[src/rtl/flag_writeback.sv]
// flag_writeback: result buffer and flag register placed after the SUB stage.
//
// Each result accepted from SUB goes into a small FIFO and waits there for the
// writeback consumer. The flag register is updated when the result is pushed,
// not when it is popped, so the next SUB op sees fresh flags one cycle later.
// Cond_Pass evaluates a condition code against the committed flags.
//
// Ports:
//   Clk, Reset                 clock, asynchronous active-high reset
//   In_Valid / In_Ready        push handshake from SUB
//   Result, New_Flag, S        pushed payload; S=1 commits New_Flag to Flag
//   Cond / Cond_Pass           condition code and its evaluation against Flag
//   Flag                       committed {N,Z,C,V}, fed back to SUB
//   Out_Valid / Out_Ready      pop handshake to the writeback consumer
//   Out_Result, Out_Flag       head entry; both read 0 while the buffer is empty
//   Ovf_Count                  saturating count of committed V=1 updates
module flag_writeback #(
    parameter int WIDTH = 32,
    parameter int DEPTH = 2
) (
    input  logic                    Clk,
    input  logic                    Reset,
    input  logic                    In_Valid,
    output logic                    In_Ready,
    input  logic signed [WIDTH-1:0] Result,
    input  logic [3:0]              New_Flag,
    input  logic                    S,
    input  logic [3:0]              Cond,
    output logic [3:0]              Flag,
    output logic                    Cond_Pass,
    output logic                    Out_Valid,
    input  logic                    Out_Ready,
    output logic [WIDTH-1:0]        Out_Result,
    output logic [3:0]              Out_Flag,
    output logic [7:0]              Ovf_Count
);

    localparam int AW = $clog2(DEPTH);
    localparam int CW = AW + 1;

    typedef struct packed {
        logic [WIDTH-1:0] result;
        logic [3:0]       flag;
    } entry_t;

    entry_t          mem [DEPTH];
    logic [AW-1:0]   wr_ptr, rd_ptr;
    logic [CW-1:0]   count;
    logic            push, pop;

    // Ready depends on registered occupancy only, so a full buffer refuses a
    // push even in a cycle where the head is being popped.
    assign In_Ready  = (count < CW'(DEPTH));
    assign Out_Valid = (count != '0);
    assign push      = In_Valid & In_Ready;
    assign pop       = Out_Valid & Out_Ready;

    // Gating the head with Out_Valid makes the outputs read 0 after reset
    // without having to clear the storage array.
    assign Out_Result = Out_Valid ? mem[rd_ptr].result : '0;
    assign Out_Flag   = Out_Valid ? mem[rd_ptr].flag   : '0;

    // Storage carries no reset; entries are only ever observed through
    // the occupancy-gated head above.
    always_ff @(posedge Clk) begin
        if (push) mem[wr_ptr] <= '{result: Result, flag: New_Flag};
    end

    // DEPTH is a power of two, so the pointers wrap by natural overflow.
    always_ff @(posedge Clk or posedge Reset) begin
        if (Reset) begin
            wr_ptr <= '0;
            rd_ptr <= '0;
            count  <= '0;
        end else begin
            if (push) wr_ptr <= wr_ptr + 1'b1;
            if (pop)  rd_ptr <= rd_ptr + 1'b1;
            case ({push, pop})
                2'b10:   count <= count + 1'b1;
                2'b01:   count <= count - 1'b1;
                default: count <= count;
            endcase
        end
    end

    always_ff @(posedge Clk or posedge Reset) begin
        if (Reset) begin
            Flag      <= 4'b0000;
            Ovf_Count <= 8'd0;
        end else if (push && S) begin
            Flag <= New_Flag;
            if (New_Flag[0] && Ovf_Count != 8'hFF)
                Ovf_Count <= Ovf_Count + 8'd1;
        end
    end

    // Condition codes follow the ARM ordering.
    logic n, z, c, v;
    assign {n, z, c, v} = Flag;

    always_comb begin
        Cond_Pass = 1'b0;
        case (Cond)
            4'd0:  Cond_Pass = z;
            4'd1:  Cond_Pass = ~z;
            4'd2:  Cond_Pass = c;
            4'd3:  Cond_Pass = ~c;
            4'd4:  Cond_Pass = n;
            4'd5:  Cond_Pass = ~n;
            4'd6:  Cond_Pass = v;
            4'd7:  Cond_Pass = ~v;
            4'd8:  Cond_Pass = c & ~z;
            4'd9:  Cond_Pass = ~c | z;
            4'd10: Cond_Pass = (n == v);
            4'd11: Cond_Pass = (n != v);
            4'd12: Cond_Pass = ~z & (n == v);
            4'd13: Cond_Pass = z | (n != v);
            4'd14: Cond_Pass = 1'b1;
            default: Cond_Pass = 1'b0;
        endcase
    end

endmodule

[config.mk]
export PLATFORM = sky130hd
export DESIGN_NAME = flag_writeback
export DESIGN_NICKNAME = d
export VERILOG_FILES = /design/src/rtl/flag_writeback.sv
export SDC_FILE = /design/constraint.sdc
export NUM_CORES = 1
export LEC_CHECK = 0
export CAP_MARGIN = 5
export CORE_AREA = 2 2 90 92
export CTS_BUF_LIST = sky130_fd_sc_hd__clkbuf_8 sky130_fd_sc_hd__clkbuf_16
export CTS_CLUSTER_DIAMETER = 40
export CTS_CLUSTER_SIZE = 30
export DETAILED_ROUTE_END_ITERATION = 10
export DIE_AREA = 0 0 92 94
export GPL_TIMING_DRIVEN = 1
export PLACE_DENSITY = 0.82
export SYNTH_ARGS = -nofsm -noshare
export SYNTH_HDL_FRONTEND = slang
export SYNTH_SLANG_ARGS = --single-unit
[constraint.sdc]
create_clock -name Clk -period 3.1 [get_ports Clk]
set_input_delay 0.775 -clock Clk [delete_from_list [all_inputs] [get_ports Clk]]
set_output_delay 0.775 -clock Clk [all_outputs]
set_load 0.005 [all_outputs]
---- Yosys cells after proc, flatten, opt, wreduce, memory -nomap -nowiden ----
Memory sizes are Yosys's and may differ from the RTL's.
Index checks and enable logic that the tools add are counted.
storage, ports and cells
  flip-flop bits (word level) ............. 16
  bits in latches ......................... 0
  memory bits (writable) .................. 72
  bits in read-only memories .............. 0
  input bits .............................. 45
  output and inout port bits .............. 51
  logic and storage cells ................. 53
  memories kept ........................... 1
memories
  name  words  bits a word  rd ports  clocked after Yosys merged registers in  write ports  RTL line  source
  mem   2      36           1         0                                        1            46        entry_t mem [DEPTH];
operators by class
  add/subtract/negate cells ............... 5
  multiply operators ...................... 0
  div/mod/pow operators ................... 0
  $lt $le $gt $ge ......................... 1
  eq/ne operators ......................... 19
  shift operators ......................... 0
  multiplexer cells ....................... 6
  bitwise operators ....................... 10
  reduce and logical (&&, ||, !) cells .... 6
operators by type and width
  operator                                                            number
  32-bit two-way mux                                                  1
  4-bit == test, second input constant                                7
  4-bit by 3-bit == test with 1-bit output, second input constant     4
  1-bit case mux with 15 select lines                                 1
  8-bit by 1-bit adder with 8-bit output, second input constant       1
  4-bit by 2-bit == test with 1-bit output, second input constant     2
  8-bit != test, second input constant                                1
  1-bit AND                                                           4
  4-bit by 1-bit == test with 1-bit output, second input constant     1
  4-bit logical NOT                                                   1
  4-bit two-way mux                                                   1
  1-bit NOT                                                           4
  2-bit case mux with 2 select lines                                  1
  2-bit nonzero test                                                  2
  1-bit adder, second input constant                                  2
  2-bit by 1-bit adder with 2-bit output, second input constant       1
  2-bit by 1-bit == test with 1-bit output, second input constant     1
  2-bit == test, second input constant                                1
  1-bit logical AND                                                   2
  2-bit < comparator, second input constant                           1
  1-bit two-way mux                                                   2
  1-bit bitwise OR                                                    2
  2-bit AND reduction                                                 1
  2-bit by 1-bit subtractor with 2-bit output, second input constant  1
  2 further kinds                                                     2

---- Depth between registers and ports, before layout ----
Gate-level depths: netlist of run 1.
  word-level depth ........................ 4
  mapped depth ............................ 7
  gate-level depth less buffers ........... 7

---- Least setup slack after synthesis of run 1 ----
OpenSTA, ideal clock, no wires.
  path kind ............................... input to register
  from .................................... input port In_Valid
  to ...................................... memory mem[0][0] (netlist name), enable pin
  setup time .............................. 429 ps
  data arrival time ....................... 2418 ps
  required time ........................... 2671 ps
  slack ................................... 253 ps
  stages on the path ...................... 2
  path buffers ............................ 0
  cells stage by stage .................... nand2b_1 > nor2_1
on the way
  longest elaborated chain between the ends .. 3
ends and longest elaborated chain
  item                                     RTL line  source
  start, declared                          23        input logic In_Valid,
  1-bit AND                                55        assign push = In_Valid & In_Ready;
  1-bit two-way mux                        66        if (push) mem[wr_ptr] <= '{result: Result, flag: New_Flag};
  1-bit two-way mux (not written as such)  66
  end, declared                            46
Every way passes these cells.

---- Final worst setup path of run 1 ----
  from .................................... input port Cond[0]
  to ...................................... output port Cond_Pass
on the way
  longest elaborated chain between the ends .. 2
  elaborated cells on any way between the ends .. 16
  those cells by class .................... eq/ne: 14; mux: 1; reduce/logical: 1
ends and longest elaborated chain
  item                                         RTL line  source
  start, declared                              28        input logic [3:0] Cond,
  4-bit == test, or another cell as far along  103       case (Cond)
  1-bit case mux with 15 select lines *        103
  end, declared                                30        output logic Cond_Pass,
Every way passes the cells marked *; elsewhere a longest branch is shown, timed or not.

==> results of run 1 <==
## synth_stat cells, drive strengths merged, types with 2 or more instances
library cell	n	share of area, %
a21oi	3	0.41
and3	2	0.35
buf	7	1.1
clkbuf	3	0.31
dfrtp	16	11
edfxtp	72	60
ha	2	0.69
inv	4	0.41
mux2	6	1.9
mux2i	36	10
nand2	7	0.73
nand2b	2	0.35
nand3	5	0.69
nor2	42	4.4
nor2b	4	0.69
nor3b	2	0.41
o21ai	3	0.41
xnor2	11	2.7
xor2	3	0.73
## layout make-up
type	count	area, um^2
clock buffers	9	124
fillers	574	2590
flip-flops and latches	88	2560
multi-input cells	141	1010
well taps	102	128
inverters	4	15.0
repair buffers	107	1080
clock inverters	7	101
## worst max path at each step
stage                            to  slack (ps)  cells past startpoint
after floorplan           mem[0][0]         250                      2
after global placement    Cond_Pass        -240                      6
after detailed placement  Cond_Pass        -290                      7
after CTS                 Cond_Pass           7                      7
after global routing      Cond_Pass          40                      8
final                     Cond_Pass         100                      8
## stage by stage
stage	area (um^2)	utilization [%]
floorplan	3620	-
global placement	4760	62.5
detailed placement	4760	62.5
CTS	5010	65.9
global route	5020	66.0
finish	5020	66.0
## logic make-up (layout without fill, tap and decap cells)
logic type | count (synthesis) | in the layout | synth area share, %
simple gates | 69 | 69 | 8.71
fa+ha+maj | 2 | 2 | 0.691
buf+inv | 14 | 127 | 1.83
compound gates | 14 | 14 | 2.77
xor+xnor | 14 | 14 | 3.39
flops | 88 | 88 | 70.8
mux | 42 | 42 | 11.8
## report_power, final
part	switching, mW	internal, mW	leakage [nW]	total [mW]
sequential	0.194	1.55	0.861	1.75
combinational	0.680	0.997	0.937	1.68
clock	0.413	0.464	0.114	0.877
## cells in the final DEF, fill, tap and decap left out, drive strengths merged, types with 2 or more instances in the layout
cell type and count:
a21oi 3, and3 2, buf 12, bufinv 2
clkbuf 9, clkdlybuf4s50 91, clkinv 2, dfrtp 16
dlymetal6s2s 2, edfxtp 72, ha 2, inv 7
mux2 6, mux2i 36, nand2 7, nand2b 2
nand3 5, nor2 42, nor2b 4, nor3b 2
o21ai 3, xnor2 11, xor2 3
## layer usage
| metal | global-route usage (%) | wire, um | vias up |
|---|---|---|---|
| li1 | - | - | 1099 |
| met1 | 22.3 | 3090 | 1112 |
| met2 | 29.2 | 3510 | 85 |
| met3 | 3.93 | 456 | 5 |
| met4 | 7.09 | 81 | 0 |
| met5 | 0 | 0 | - |
## worst max-delay path, stage by stage
cell             delay, ps
dlygate4sd2_1          260
buf_6                  140
buf_4                  150
xnor2_1                140
a21oi_1                 90
o311a_1                130
a311o_1                330
clkdlybuf4s15_1        210
## registers in the layout, indices dropped and copies added, names as in the netlist
| name | cells |
|---|---|
| mem | 72 |
| wr_ptr | 1 |
| Ovf_Count | 8 |
| Flag | 4 |
| rd_ptr | 1 |
| count | 2 |
## timing repair
| item | in CTS | in global routing |
|---|---|---|
| setup endpoints to repair | 1 | 1 |
| pin swaps | 4 | 1 |
| hold buffers | 0 | 0 |
| buffers inserted | 3 | 0 |
| gates cloned | 0 | 0 |
| gates resized for setup | 8 | 3 |
==> results.sh, run 1 <==
export IMPL_outcome="finished clean"
export IMPL_grt_pass1_wl_um=11400
export IMPL_critPathMaxFanout=6
export IMPL_cts_root_buffer="clkbuf_8"
export IMPL_cp_end_kind="primary output"
export IMPL_fin_nets=398
export IMPL_cts_tree="built"
export IMPL_n_antenna_cell=0
export IMPL_cp_required_ps=2320
export IMPL_drv_cap=0
export IMPL_p_total_mw=4.30
export IMPL_drc=0
export IMPL_synth_distinct_cells=33
export IMPL_coreArea_um2=7610
export IMPL_yosys_warnings=0
export IMPL_via_per_inst=5.02
export IMPL_worstHoldPathType="register to register"
export IMPL_die_h_um=94
export IMPL_drive_gt1_share_pct=11.0
export IMPL_synth_avg_cell_area_um2=14.9
export IMPL_ys_ff_latch=88
export IMPL_hpwl_um=4700
export IMPL_dr_total_vias=2301
export IMPL_regToRegSetupSlack_ps=1510
export IMPL_hold_path_depth=1
export IMPL_yosysSeqAreaShare_pct=70.8
export IMPL_rsz0062_at_grt="no"
export IMPL_drt_iter0_drc=108
export IMPL_die_x_um=92
export IMPL_synth_edf_count=72
export IMPL_fin_cells=458
export IMPL_grt_pass1_vias=2282
export IMPL_fmax_mhz=334
export IMPL_async_flop_share_pct=18.2
export IMPL_worstSetupPathType="input port to primary output"
export IMPL_ant_nets=0
export IMPL_netlist_instances=243
export IMPL_wirelength_um=7140
export IMPL_holdWs_ps=515
export IMPL_startpoint_type="input port"
export IMPL_final_setup_tns_ps=0
export IMPL_skew_ps=8.40
export IMPL_io_buffers=95
export IMPL_p_leak_nw=1.91
export IMPL_die_area_um2=8650
export IMPL_wire_per_inst_um=15.6
export IMPL_grt_max_degree=37
export IMPL_gp_congestion=0.762
export IMPL_cts_max_level=3
export IMPL_worstHoldStart="Ovf_Count[5]"
export IMPL_cts_path_max_buffers=2
export IMPL_grt_use_total_pct=17.5
export IMPL_dp_cells=439
export IMPL_setup_viol=0
export IMPL_synth_main_ff_cell="edfxtp_1"
export IMPL_cts_sinks=88
export IMPL_cp_startpoint="Cond[0]"
export IMPL_area_delta_synth_final_pct=38.7
export IMPL_row_count=32
export IMPL_slew_headroom_pct=58.8
export IMPL_timing_final_max_slew_violations=0
export IMPL_antenna_found_initial=0
export IMPL_worstRegToRegCells=3
export IMPL_cp_arrival_ps=2220
export IMPL_hold_viol=0
export IMPL_reg2reg_from="count[1]"
export IMPL_pre_cts_ws_ps=-288
export IMPL_power_density_nw_per_um2=857
export IMPL_cts_buffers=9
export IMPL_setup_ws_ps=103
export IMPL_start_util_pct=47.6
export IMPL_hold_path_end="Ovf_Count[5]"
export IMPL_ios=96
export IMPL_irDropWorstVdd_mv=0.385
export IMPL_worst_pin_slew_ps=617
export IMPL_syn_nets=290
export IMPL_period_needed_ps=3000
export IMPL_synth_area_um2=3620
export IMPL_path_clk_slew_ps=90
export IMPL_post_route_period_util_pct=96.7
export IMPL_drt_pass1_iterations=6
export IMPL_overflow=0
export IMPL_clkLatencyLatePin_ps=350
export IMPL_r2r_end="mem[0][33]"
Note: power is estimated with default switching activity, not from simulation.
==> run 2: changes to the inputs <==
--- a/config.mk
+++ b/config.mk
@@ -13,6 +13,7 @@
 export DETAILED_ROUTE_END_ITERATION = 10
 export DIE_AREA = 0 0 92 94
 export GPL_TIMING_DRIVEN = 1
+export MAX_ROUTING_LAYER = met4
 export PLACE_DENSITY = 0.82
 export SYNTH_ARGS = -nofsm -noshare
 export SYNTH_HDL_FRONTEND = slang
==> run 2 against run 1 <==
Effect of this change: die area stayed put; combinational power hardly changed; non-clock buffer count stayed put; power hardly changed; worst hold slack worse by 3.7 ps; fmax is 0.11% lower; highest routed layer unchanged; global-route usage is 0.44 points higher; critical path type unchanged; core utilization stayed put; clock power hardly changed; clock skew hardly changed; design area stayed put; sequential share of layout area stayed put.
==> results.sh, run 2 (synthesized netlist as in run 1, its figures left out) <==
export IMPL_grtUsageMet3_pct=3.93
export IMPL_hpwl_um=4700
export IMPL_cts_max_level=3
export IMPL_cp_end_kind="primary output"
export IMPL_cp_startpoint="Cond[0]"
export IMPL_rsz0062_at_grt="no"
export IMPL_grt_max_degree=37
export IMPL_p_seq_share_pct=40.6
export IMPL_fin_util_pct=66.0
export IMPL_n_antenna_cell=0
export IMPL_fmax_mhz=333
export IMPL_p_clk_share_pct=20.4
export IMPL_setup_ws_ps=99.8
export IMPL_power_density_nw_per_um2=857
export IMPL_final_cell_mix="91 x clkdlybuf4s50_1, 72 x edfxtp_1, 40 x nor2_1"
export IMPL_final_setup_tns_ps=0
export IMPL_grt_use_total_pct=17.9
export IMPL_die_area_um2=8650
export IMPL_layout_commonest_cell="clkdlybuf4s50_1"
export IMPL_worstSetupPathType="input port to primary output"
export IMPL_pre_cts_ws_ps=-288
export IMPL_reg2reg_from="count[1]"
export IMPL_post_route_period_util_pct=96.8
export IMPL_globalRoute_busiestLayer="met2"
export IMPL_cp_required_ps=2320
export IMPL_worstHoldPathType="register to register"
export IMPL_dr_total_vias=2318
export IMPL_switching_share_pct=30.0
export IMPL_p_leak_nw=1.91
export IMPL_drive_gt1_share_pct=11.0
export IMPL_area_delta_synth_final_pct=38.7
export IMPL_die_x_um=92
export IMPL_row_count=32
export IMPL_cp_arrival_ps=2230
export IMPL_skew_ps=8.35
export IMPL_drv_cap=0
export IMPL_path_clk_slew_ps=90
export IMPL_ant_nets=0
export IMPL_period_needed_ps=3000
export IMPL_hold_viol=0
export IMPL_worst_pin_slew_ps=620
export IMPL_overflow=0
export IMPL_clkLatencyLatePin_ps=350
export IMPL_drc=0
export IMPL_irDropWorstVdd_mv=0.388
export IMPL_cts_root_buffer="clkbuf_8"
export IMPL_critPathMaxFanout=6
export IMPL_cts_buffers=9
export IMPL_antenna_found_initial=0
export IMPL_power_combinational_fraction_pct=39.0
export IMPL_via_per_inst=5.06
export IMPL_gp_congestion=0.772
export IMPL_fin_nets=398
export IMPL_met2_usage_pct=29.2
export IMPL_slew_headroom_pct=58.6
export IMPL_grt_pass1_wl_um=11400
export IMPL_startpoint_type="input port"
export IMPL_power_net_switching_mw=1.29
export IMPL_worstHoldStart="Ovf_Count[5]"
export IMPL_die_h_um=94
export IMPL_largest_register_ffs=72
export IMPL_outcome="finished clean"
export IMPL_drt_pass1_iterations=4
export IMPL_wire_per_inst_um=15.6
export IMPL_reg_largest_list="mem: 72 flops, Ovf_Count: 8 flops, Flag: 4 flops"
export IMPL_cts_tree="built"
export IMPL_regMostFlops="mem"
export IMPL_start_util_pct=47.6
export IMPL_drt_iter0_drc=88
export IMPL_use_met1_pct=22.2
export IMPL_ios=96
export IMPL_grt_pass1_vias=2287
export IMPL_cts_sinks=88
export IMPL_io_buffers=95
export IMPL_intPower_mw=3.01
export IMPL_cts_path_max_buffers=2
export IMPL_wirelength_um=7140
export IMPL_timing_final_max_slew_violations=0
export IMPL_setup_viol=0
export IMPL_coreArea_um2=7610
-- run 2: final timing paths --
kind | to | slack, ps | cells past startpoint
min in group asynchronous | Ovf_Count[5] | 790 | 2
worst max-delay path | Cond_Pass | 100 | 8
worst max register to register | mem[0][33] | 1520 | 3
worst min-delay path | Ovf_Count[5] | 510 | 1
max in group asynchronous | rd_ptr | 1870 | 2
worst min register to register | Ovf_Count[5] | 510 | 1
-- run 2: cell type report --
class | count | area [um^2]
well taps | 102 | 128
repair buffers | 107 | 1080
clock buffers | 9 | 124
inverters | 4 | 15.0
flip-flops and latches | 88 | 2560
clock inverters | 7 | 101
multi-input cells | 141 | 1010
fillers | 574 | 2590
-- run 2: per-stage QoR --
stage	instance area (um^2)	hold slack, ps	power (mW)	cells
global route	5020	555	4.55	458
CTS	5010	521	4.36	458
finish	5020	511	4.30	458
global placement	4760	480	3.42	439
floorplan	3620	461	2.51	243
detailed placement	4760	500	3.47	439
-- run 2: power by group through the flow --
stage / Sequential (mW) / Combinational, mW / Clock, mW
finish: 1.75 / 1.68 / 0.879
global route: 1.78 / 1.83 / 0.937
CTS: 1.75 / 1.71 / 0.899
detailed placement: 1.77 / 1.70 / 0
global placement: 1.76 / 1.66 / 0
floorplan: 1.68 / 0.832 / 0
-- run 2: worst max-delay path: stages --
cell and delay, ps:
dlygate4sd2_1 260, buf_6 140, buf_4 150, xnor2_1 140
a21oi_1 90, o311a_1 130, a311o_1 330, clkdlybuf4s15_1 210
-- run 2: repair_timing --
action / in CTS / in global routing
hold buffers: 0 / 0
endpoints found under the setup margin: 1 / 1
gates resized for setup: 8 / 3
setup buffers: 3 / 0
endpoints found under the hold margin: 0 / 0
pin swaps: 4 / 1
-- run 2: routing by layer --
layer  routed length [um]  vias to the layer above  share of wire, %
li1                     -                     1100                 -
met5                    0                        -                 0
met2                 3490                       88                49
met1                 3060                     1118                43
met3                  473                       12               6.6
met4                  108                        0               1.5
==> run 3: changes to the inputs <==
--- a/config.mk
+++ b/config.mk
@@ -15,6 +15,7 @@
 export GPL_TIMING_DRIVEN = 1
 export MAX_ROUTING_LAYER = met4
 export PLACE_DENSITY = 0.82
+export SETUP_SLACK_MARGIN = 0.5
 export SYNTH_ARGS = -nofsm -noshare
 export SYNTH_HDL_FRONTEND = slang
 export SYNTH_SLANG_ARGS = --single-unit
==> run 3 against run 2 <==
Effect of this change: combinational power is 7% higher; via count is 0.82% lower; sequential cell count stayed put; critical path depth stayed put; die area stayed put; design area is 0.62% higher; clock-buffer cell count stayed put; routed wire length hardly changed; cell count is 0.87% higher; non-clock buffer count is 4 higher.
==> results.sh, run 3 (synthesized netlist as in run 1, its figures left out) <==
export IMPL_die_h_um=94
export IMPL_start_util_pct=47.6
export IMPL_cts_hold_buf=0
export IMPL_via_per_inst=4.98
export IMPL_cp_end_kind="primary output"
export IMPL_wl_met3_um=363
export IMPL_regToRegSetupSlack_ps=1390
export IMPL_timing_final_max_slew_violations=0
export IMPL_drive_gt1_share_pct=13.6
export IMPL_clkLatencyLatePin_ps=350
export IMPL_wire_per_inst_um=15.5
export IMPL_setup_viol=0
export IMPL_cts_tree="built"
export IMPL_coreArea_um2=7610
export IMPL_regMostFlops="mem"
export IMPL_critPathSlowestCell="a311o_1"
export IMPL_grt_pass1_vias=2233
export IMPL_fin_util_pct=66.4
export IMPL_cp_arrival_ps=1900
export IMPL_n_antenna_cell=0
export IMPL_ant_nets=0
export IMPL_path_common_cell="buf_6"
export IMPL_fin_nets=402
export IMPL_drc=0
export IMPL_p_leak_nw=1.96
export IMPL_p_total_mw=4.19
export IMPL_antenna_found_initial=0
export IMPL_area_delta_synth_final_pct=39.6
export IMPL_fin_cells=462
export IMPL_hold_viol=0
export IMPL_cts_buffers=9
export IMPL_drt_pass1_iterations=4
export IMPL_worstHoldPathType="register to register"
export IMPL_wirelength_um=7140
export IMPL_switching_share_pct=30.8
export IMPL_grt_use_total_pct=17.0
export IMPL_cp_required_ps=2320
export IMPL_met2WireLength_um=3450
export IMPL_dr_total_vias=2299
export IMPL_critPathMaxFanout=6
export IMPL_power_combinational_fraction_pct=42.8
export IMPL_worstSetupPathType="input port to primary output"
export IMPL_path_clk_slew_ps=80
export IMPL_final_cell_mix="86 x clkdlybuf4s50_1, 72 x edfxtp_1, 40 x nor2_1"
export IMPL_crit_path_max_incr_delay_ps=320
export IMPL_grt_pass1_wl_um=10800
export IMPL_largest_register_ffs=72
export IMPL_p_clk_share_pct=16.3
export IMPL_layout_commonest_cell="clkdlybuf4s50_1"
export IMPL_worst_pin_slew_ps=617
export IMPL_m1WireLength_um=3250
export IMPL_worstPathCellList="buf_6, buf_6, buf_4, xnor2_2, a21oi_1, o311a_1, a311o_1, buf_2"
export IMPL_drt_iter0_drc=111
export IMPL_cts_root_buffer="clkbuf_8"
export IMPL_reg_largest_list="mem: 72 flops, Ovf_Count: 8 flops, Flag: 4 flops"
export IMPL_die_area_um2=8650
export IMPL_p_seq_share_pct=40.9
export IMPL_power_net_switching_mw=1.29
export IMPL_grt_max_degree=37
export IMPL_row_count=32
export IMPL_dp_cells=438
export IMPL_rsz0062_at_grt="yes"
export IMPL_die_x_um=92
export IMPL_io_buffers=95
export IMPL_startpoint_type="input port"
export IMPL_drv_cap=0
export IMPL_gp_congestion=0.810
export IMPL_hpwl_um=4610
export IMPL_period_needed_ps=2670
export IMPL_nFillCells=557
export IMPL_skew_ps=6.23
export IMPL_power_density_nw_per_um2=829
export IMPL_cts_max_level=3
export IMPL_cts_sinks=88
export IMPL_irDropWorstVdd_mv=0.504
export IMPL_highest_layer="met4"
export IMPL_slew_headroom_pct=58.8
export IMPL_post_route_period_util_pct=86.2
export IMPL_fmax_mhz=374
export IMPL_overflow=0
export IMPL_ios=96
export IMPL_intPower_mw=2.90
export IMPL_cts_path_max_buffers=2
export IMPL_outcome="finished clean"
-- run 3: area by class of cell --
| class | count | area (um^2) | area share, % |
|---|---|---|---|
| Sequential cell | 88 | 2560 | 50.8 |
| Timing Repair Buffer | 111 | 1140 | 22.7 |
| Inverter | 4 | 15.0 | 0.297 |
| Clock inverter | 7 | 48.8 | 0.966 |
| Tap cell | 102 | 128 | 2.53 |
| Clock buffer | 9 | 124 | 2.45 |
| Multi-Input combinational cell | 141 | 1030 | 20.3 |
-- run 3: what timing repair did --
action | in CTS | in global routing
hold endpoints to repair | 0 | 0
setup buffers | 7 | 0
cloned | 0 | 1
resized for setup | 24 | 7
setup endpoints to repair | 38 | 5
pin swaps | 7 | 6
-- run 3: layer usage --
| layer | global-route usage, % | vias up |
|---|---|---|
| met5 | - | - |
| met4 | 5.97 | 0 |
| met3 | 4.17 | 7 |
| met2 | 27.1 | 83 |
| met1 | 21.6 | 1103 |
| li1 | - | 1106 |
-- run 3: stage by stage --
| stage | hold WS, ps | setup WS, ps | TNS [ps] | area [um^2] |
|---|---|---|---|---|
| finish | 502 | 429 | 0 | 5050 |
| global route | 520 | 386 | 0 | 5050 |
| CTS | 507 | 427 | 0 | 5020 |
| detailed placement | 486 | -291 | -291 | 4760 |
| floorplan | 479 | 584 | 0 | 3620 |
| global placement | 478 | -236 | -236 | 4760 |
-- run 3: critical path, delay by kind of cell --
kind | cells | cell delay (ps)
compound gates | 3 | 530
xor+xnor | 1 | 120
buf+inv | 4 | 490
-- run 3: worst paths after layout --
check / from / to / cells after the start
worst max-delay path: Cond[0] / Cond_Pass / 8
worst min-delay path: Ovf_Count[5] / Ovf_Count[5] / 1
worst max register to register: count[1] / count[1] / 8
worst min register to register: Ovf_Count[5] / Ovf_Count[5] / 1
max in group asynchronous: Reset / rd_ptr / 2
min in group asynchronous: Reset / Flag[0] / 2
-- run 3: power by group through the flow --
stage	Combinational, mW	Sequential [mW]	Clock [mW]
2_1_floorplan	0.833	1.68	0
3_3_place_gp	1.69	1.74	0
3_5_place_dp	1.71	1.75	0
4_1_cts	1.78	1.71	0.707
5_1_grt	1.95	1.74	0.750
6_report	1.79	1.71	0.681
